**src/rtl/mem_wait_stage_if.sv**
```systemverilog
// Handshake bundle for mem_wait_stage: upstream instruction channel and downstream result channel.
// The slave modport is the stage's view; master is the neighbouring-stage (or bench) view.
interface mem_wait_stage_if #(
   parameter int unsigned INSTR_W = 32
);
   logic [INSTR_W-1:0] instr_in;
   logic               branch_in;
   logic               in_valid;
   logic               in_ready;
   logic               out_valid;
   logic               out_ready;
   logic [INSTR_W-1:0] instr_output;
   logic               branch_value;

   modport master (
      output instr_in, branch_in, in_valid, out_ready,
      input  in_ready, out_valid, instr_output, branch_value
   );

   modport slave (
      input  instr_in, branch_in, in_valid, out_ready,
      output in_ready, out_valid, instr_output, branch_value
   );
endinterface

```
**src/rtl/mem_wait_stage.sv**
```systemverilog
// Memory-wait pipeline stage: holds one instruction for WAIT_CYCLES, squashes on branch-tag mismatch.
// Optional MEM_WAIT_HANDSHAKE_EN adds a mem_rdy input gating the WAIT->DONE exit.
module mem_wait_stage #(
   parameter int unsigned        INSTR_W     = 32,
   parameter int unsigned        WAIT_CYCLES = 1,
   parameter logic [INSTR_W-1:0] NOP_INSTR   = 32'hE1A00000
) (
   input  logic            clk,
   input  logic            rst,
   mem_wait_stage_if.slave bus,
   input  logic            branch_ref,
   input  logic            sel_stall,
   output logic            stall_req
`ifdef MEM_WAIT_HANDSHAKE_EN
   ,
   input  logic            mem_rdy
`endif
);

   localparam int unsigned CNT_W = (WAIT_CYCLES == 0) ? 1 : $clog2(WAIT_CYCLES + 1);

   typedef enum logic [1:0] {
      IDLE = 2'd0,
      WAIT = 2'd1,
      DONE = 2'd2
   } state_t;

   state_t             state, state_nxt;
   logic [CNT_W-1:0]   cnt, cnt_nxt;
   logic [INSTR_W-1:0] instr_q, instr_nxt;
   logic               branch_q, branch_nxt;
   logic               capture;
   logic               squash;
   logic               mem_ok;
   logic               skip_wait;

`ifdef MEM_WAIT_HANDSHAKE_EN
   assign mem_ok    = mem_rdy;
   assign skip_wait = 1'b0;
`else
   assign mem_ok    = 1'b1;
   assign skip_wait = (WAIT_CYCLES == 0);
`endif

   assign bus.in_ready  = ~rst & ~sel_stall &
                          ((state == IDLE) | ((state == DONE) & bus.out_ready));
   assign bus.out_valid = ~rst & ~sel_stall & (state == DONE);
   assign stall_req     = bus.in_valid & ~bus.in_ready;

   assign capture = bus.in_valid & bus.in_ready;
   assign squash  = (state != IDLE) & (branch_q != branch_ref);

   assign bus.instr_output = instr_q;
   assign bus.branch_value = branch_q;

   always_comb begin
      state_nxt  = state;
      cnt_nxt    = cnt;
      instr_nxt  = instr_q;
      branch_nxt = branch_q;
      if (!sel_stall) begin
         case (state)
            WAIT: begin
               if (squash) begin
                  state_nxt = DONE;
                  instr_nxt = NOP_INSTR;
               end else begin
                  if (cnt != '0) cnt_nxt = cnt - CNT_W'(1);
                  if ((cnt <= CNT_W'(1)) && mem_ok) state_nxt = DONE;
               end
            end
            DONE: begin
               if (bus.out_ready) state_nxt = IDLE;
               else if (squash)   instr_nxt = NOP_INSTR;
            end
            default: ;
         endcase
         // capture covers both IDLE and the DONE back-to-back case, so it overrides the exit to IDLE
         if (capture) begin
            instr_nxt  = (bus.branch_in != branch_ref) ? NOP_INSTR : bus.instr_in;
            branch_nxt = bus.branch_in;
            cnt_nxt    = CNT_W'(WAIT_CYCLES);
            state_nxt  = skip_wait ? DONE : WAIT;
         end
      end
   end

   always_ff @(posedge clk) begin
      if (rst) begin
         state    <= IDLE;
         cnt      <= '0;
         instr_q  <= NOP_INSTR;
         branch_q <= 1'b0;
      end else begin
         state    <= state_nxt;
         cnt      <= cnt_nxt;
         instr_q  <= instr_nxt;
         branch_q <= branch_nxt;
      end
   end

endmodule

```
**src/flat_wrapper.sv**
```systemverilog
// flat-port wrapper written by rule: the top's interface ports become plain ports
module mem_wait_stage_flat 
#(
   parameter int unsigned        INSTR_W     = 32,
   parameter int unsigned        WAIT_CYCLES = 1,
   parameter logic [INSTR_W-1:0] NOP_INSTR   = 32'hE1A00000
)
  (clk, rst, branch_ref, sel_stall, stall_req, bus_instr_in, bus_branch_in, bus_in_valid, bus_out_ready, bus_in_ready, bus_out_valid, bus_instr_output, bus_branch_value);
  mem_wait_stage_if #(.INSTR_W(INSTR_W)) bus_i ();
  input  logic clk;
  input  logic rst;
  input  logic branch_ref;
  input  logic sel_stall;
  output logic stall_req;
  input wire logic [$bits(bus_i.instr_in)-1:0] bus_instr_in;
  input wire logic [$bits(bus_i.branch_in)-1:0] bus_branch_in;
  input wire logic [$bits(bus_i.in_valid)-1:0] bus_in_valid;
  input wire logic [$bits(bus_i.out_ready)-1:0] bus_out_ready;
  output wire logic [$bits(bus_i.in_ready)-1:0] bus_in_ready;
  output wire logic [$bits(bus_i.out_valid)-1:0] bus_out_valid;
  output wire logic [$bits(bus_i.instr_output)-1:0] bus_instr_output;
  output wire logic [$bits(bus_i.branch_value)-1:0] bus_branch_value;
  assign bus_i.instr_in = bus_instr_in;
  assign bus_i.branch_in = bus_branch_in;
  assign bus_i.in_valid = bus_in_valid;
  assign bus_i.out_ready = bus_out_ready;
  assign bus_in_ready = bus_i.in_ready;
  assign bus_out_valid = bus_i.out_valid;
  assign bus_instr_output = bus_i.instr_output;
  assign bus_branch_value = bus_i.branch_value;
  mem_wait_stage #(.INSTR_W(INSTR_W), .WAIT_CYCLES(WAIT_CYCLES), .NOP_INSTR(NOP_INSTR)) u_core (.clk(clk), .rst(rst), .bus(bus_i), .branch_ref(branch_ref), .sel_stall(sel_stall), .stall_req(stall_req));
endmodule
```
**config.mk**
```make
export PLATFORM = sky130hd
export DESIGN_NAME = mem_wait_stage_flat
export DESIGN_NICKNAME = d
export VERILOG_FILES = /design/src/rtl/mem_wait_stage_if.sv /design/src/rtl/mem_wait_stage.sv /design/src/flat_wrapper.sv
export SDC_FILE = /design/constraint.sdc
export NUM_CORES = 1
export LEC_CHECK = 0
export ABC_AREA = 1
export CAP_MARGIN = 20
export CORE_MARGIN = 2
export CORE_UTILIZATION = 35
export DETAILED_ROUTE_END_ITERATION = 6
export HOLD_SLACK_MARGIN = 0.12
export PLACE_DENSITY = 0.8
export REMOVE_ABC_BUFFERS = 1
export SLEW_MARGIN = 20
export SYNTH_ARGS = -nofsm -noshare
export SYNTH_HDL_FRONTEND = slang
export SYNTH_SLANG_ARGS = --single-unit
```
**constraint.sdc**
```tcl
create_clock -name clk -period 1.4 [get_ports clk]
set_clock_uncertainty 0.05 [all_clocks]
set_input_delay 0.35 -clock clk [delete_from_list [all_inputs] [get_ports clk]]
set_output_delay 0.35 -clock clk [all_outputs]
set_load 0.1 [all_outputs]
```
==> metrics, run 1 <==
status finished, violations left; failing checks negative setup slack; CP required 1.52 ns; share of layout cells above drive strength 1 0.3543; most frequent cells in the layout nand2_1, buf_12, clkdlybuf4s50_1, dfxtp_1, a21oi_1; core area 4000 µm²; Final Hold Violating Endpoints 0; RSZ-0062 raised after global routing yes; Period minus WS final 1.782 ns; register area share after synthesis 0.4848; met3 usage 0.06908; clk sinks 35; DRC Markers 0; CP Class register to register; YS warnings 0; Max IR drop VDD 0.0007769 V; fin crit share 1.273; Fmax 561.1 MHz; die width 68.26 µm; worst r2r src u_core.state[1]; grt met1 use 0.2425; switching pwr 0.7857 mW; Comb power frac 0.285; Routed WL 5088 µm; drt first pass iters 4; CP Max Fanout 8; Initial Util 0.3613; Worst setup SP type register; Avg Cell Area, Syn 7.488 µm²; CP Capture Type register; max-capacitance violation count 0; fillcell total 229; Setup Viol. Count Final 38; count of cell types in the netlist 20; Slew HR 0.7973; Sum Neg Setup Slack -12.77 ns; worst-margin pin slew 0.3030 ns; row count 23; latest clock arrival within the worst-skew pair 0.28 ns; Die ar. 4659 µm²; grt total ovfl 0; first-pass GRT wire length 7396 µm; Clock Path Buffers 2; Place WS -0.5126 ns; # port buffers 74; global placer's final weighted congestion 0.7863; hold path start u_core.state[0]; r2r setup slk -0.38 ns; largest stage delay on the critical path 0.37 ns; Inserted Diodes 0; hold depth 2; Final Max Tran Viols 0; Worst Hold End u_core.state[0]; root cell of the clock tree clkbuf_8; CTS Buf Count 5; num ports 75; largest net degree at the start of global routing 20; static leakage 1.316 nW; most common cell after layout, fill and taps aside nand2_1; Layout Nets 343; power per cell area 836.7 nW/µm²; DP HPWL 3042 µm; post-route ant nets 0; Arrival @ worst endpoint 1.90 ns; RR Endpoint u_core.bus.instr_output[15]; Sw Ratio 0.2929; antenna violations before repair 0; layer with the highest usage met2; CTS tree done; Pint 1.896 mW; Synth Register Bits 35; vias per cell 4.702; via count 1655; Clock power frac 0.321; Routed wire per std cell 14.45 µm; die height 68.26 µm; Area Overhead vs Synth 121.8%; H-tree depth reported by CTS 2; gr usage total 0.2175; Iter 0 DRT Violations 114; hold crit path type register to register; routing usage on met2 0.3944; clock-pin slew on the worst setup and hold paths 0.07 ns; CP max-delay cell dfxtp_4; R2R depth 13; Cell Chain, Critical Path inv_2 -> ha_4 -> inv_2 -> nand2_4 -> buf_6 -> inv_1 -> nand2_2 -> nand2_4 -> nand3_4 -> buf_6 -> buf_8 -> nand2_1 -> a21oi_1; Post-Syn Instances 193; Pwr Total 2.682 mW; vias in the first global route 1567; post-synthesis instance area 1445 µm²; hold buffers post-CTS 0; hold slack 0.4429 ns; Flop pwr share 0.393; worst setup margin -0.3822 ns
per-stage QoR:
stage / util / area, µm² / std cells
after floorplan: - / 1385 / 184
after detailed placement: 0.6772 / 2709 / 326
after CTS: 0.7773 / 3109 / 348
after global routing: 0.8014 / 3206 / 352
final: 0.8014 / 3206 / 352
after global placement: 0.6772 / 2709 / 326
power groups by stage:
| stage | registers, mW | logic (mW) | clock network (mW) |
|---|---|---|---|
| after floorplan | 1.24 | 0.144 | 0 |
| after global placement | 1.07 | 0.631 | 0 |
| after detailed placement | 1.07 | 0.639 | 0 |
| after CTS | 1.05 | 0.713 | 0.867 |
| after global routing | 1.06 | 0.800 | 0.920 |
| final | 1.06 | 0.765 | 0.862 |
kinds of logic (layout without fill, tap and decap cells):
kind of cell / count (synthesis) / count (layout) / share of synthesized area
AO/OA/AOI/OAI: 30 / 30 / 0.1065
XOR/XNOR: 1 / 1 / 0.006062
adder cells (fa/ha/maj): 2 / 2 / 0.01731
buffers and inverters: 26 / 135 / 0.08571
flip-flops: 35 / 35 / 0.4848
AND/OR/NAND/NOR: 99 / 99 / 0.2996
synth_stat cells, drive strengths merged:
| library cell | count | area (µm²) |
|---|---|---|
| nand2 | 75 | 291.5 |
| nand3 | 16 | 97.60 |
| inv | 17 | 63.81 |
| ha | 2 | 25.02 |
| nand4 | 1 | 6.260 |
| xor2 | 1 | 8.760 |
| buf | 6 | 48.79 |
| a21oi | 30 | 153.9 |
| dfxtp | 35 | 700.7 |
| clkbuf | 3 | 11.26 |
| nor2 | 6 | 32.53 |
| nor3 | 1 | 5.000 |
final cells by class:
type,count,area (µm²),share of cell area
clock buffers,6,72.57,0.02264
multi-input cells,132,734.5,0.2291
repair buffers,111,1534,0.4785
flip-flops and latches,35,705.7,0.2201
clock inverters,1,30.03,0.009368
well taps,50,62.56,0.01952
inverters,17,66.31,0.02069
state kept, by name, indices dropped and copies added (netlist names):
| signal | count |
|---|---|
| u_core.bus.instr_output | 32 |
| u_core.state | 2 |
| u_core.bus.branch_value | 1 |
worst max-delay path by stage:
stage | endpoint | start
finish | u_core.bus.instr_output[15] | u_core.state[1]
global route | u_core.bus.instr_output[8] | u_core.state[1]
CTS | bus_in_ready | u_core.state[0]
detailed placement | u_core.bus.instr_output[24] | sel_stall
global placement | bus_out_valid | rst
floorplan | bus_out_valid | u_core.state[0]
routing by layer:
layer / share of wire / vias to the layer above
li1: - / 823
met1: 0.37 / 748
met2: 0.54 / 72
met3: 0.070 / 12
met4: 0.018 / 0
met5: 0 / -
critical path, delay by kind of cell (launching register included):
kind                       cells  cell delay, ns
AOI/OAI and AO/OA              1            0.07
adders and majority gates      1            0.15
buffers and inverters          6            0.59
DFF                            1            0.37
and+or+nand+nor                5            0.44
repair_timing:
| item | CTS | global route |
|---|---|---|
| cloned | 4 | 0 |
| pin swaps | 11 | 7 |
| setup buffers | 11 | 4 |
| resized for setup | 36 | 15 |
| endpoints found under the setup margin | 37 | 38 |
Note: power is estimated with default switching activity, not from simulation.
==> run 2, diff against run 1 <==
--- a/config.mk
+++ b/config.mk
@@ -9,6 +9,7 @@
 export CAP_MARGIN = 20
 export CORE_MARGIN = 2
 export CORE_UTILIZATION = 35
+export CTS_CLUSTER_DIAMETER = 100
 export DETAILED_ROUTE_END_ITERATION = 6
 export HOLD_SLACK_MARGIN = 0.12
 export PLACE_DENSITY = 0.8
==> results of run 2 <==
The final DEF is identical to that of run 1; final timing and power are the same.
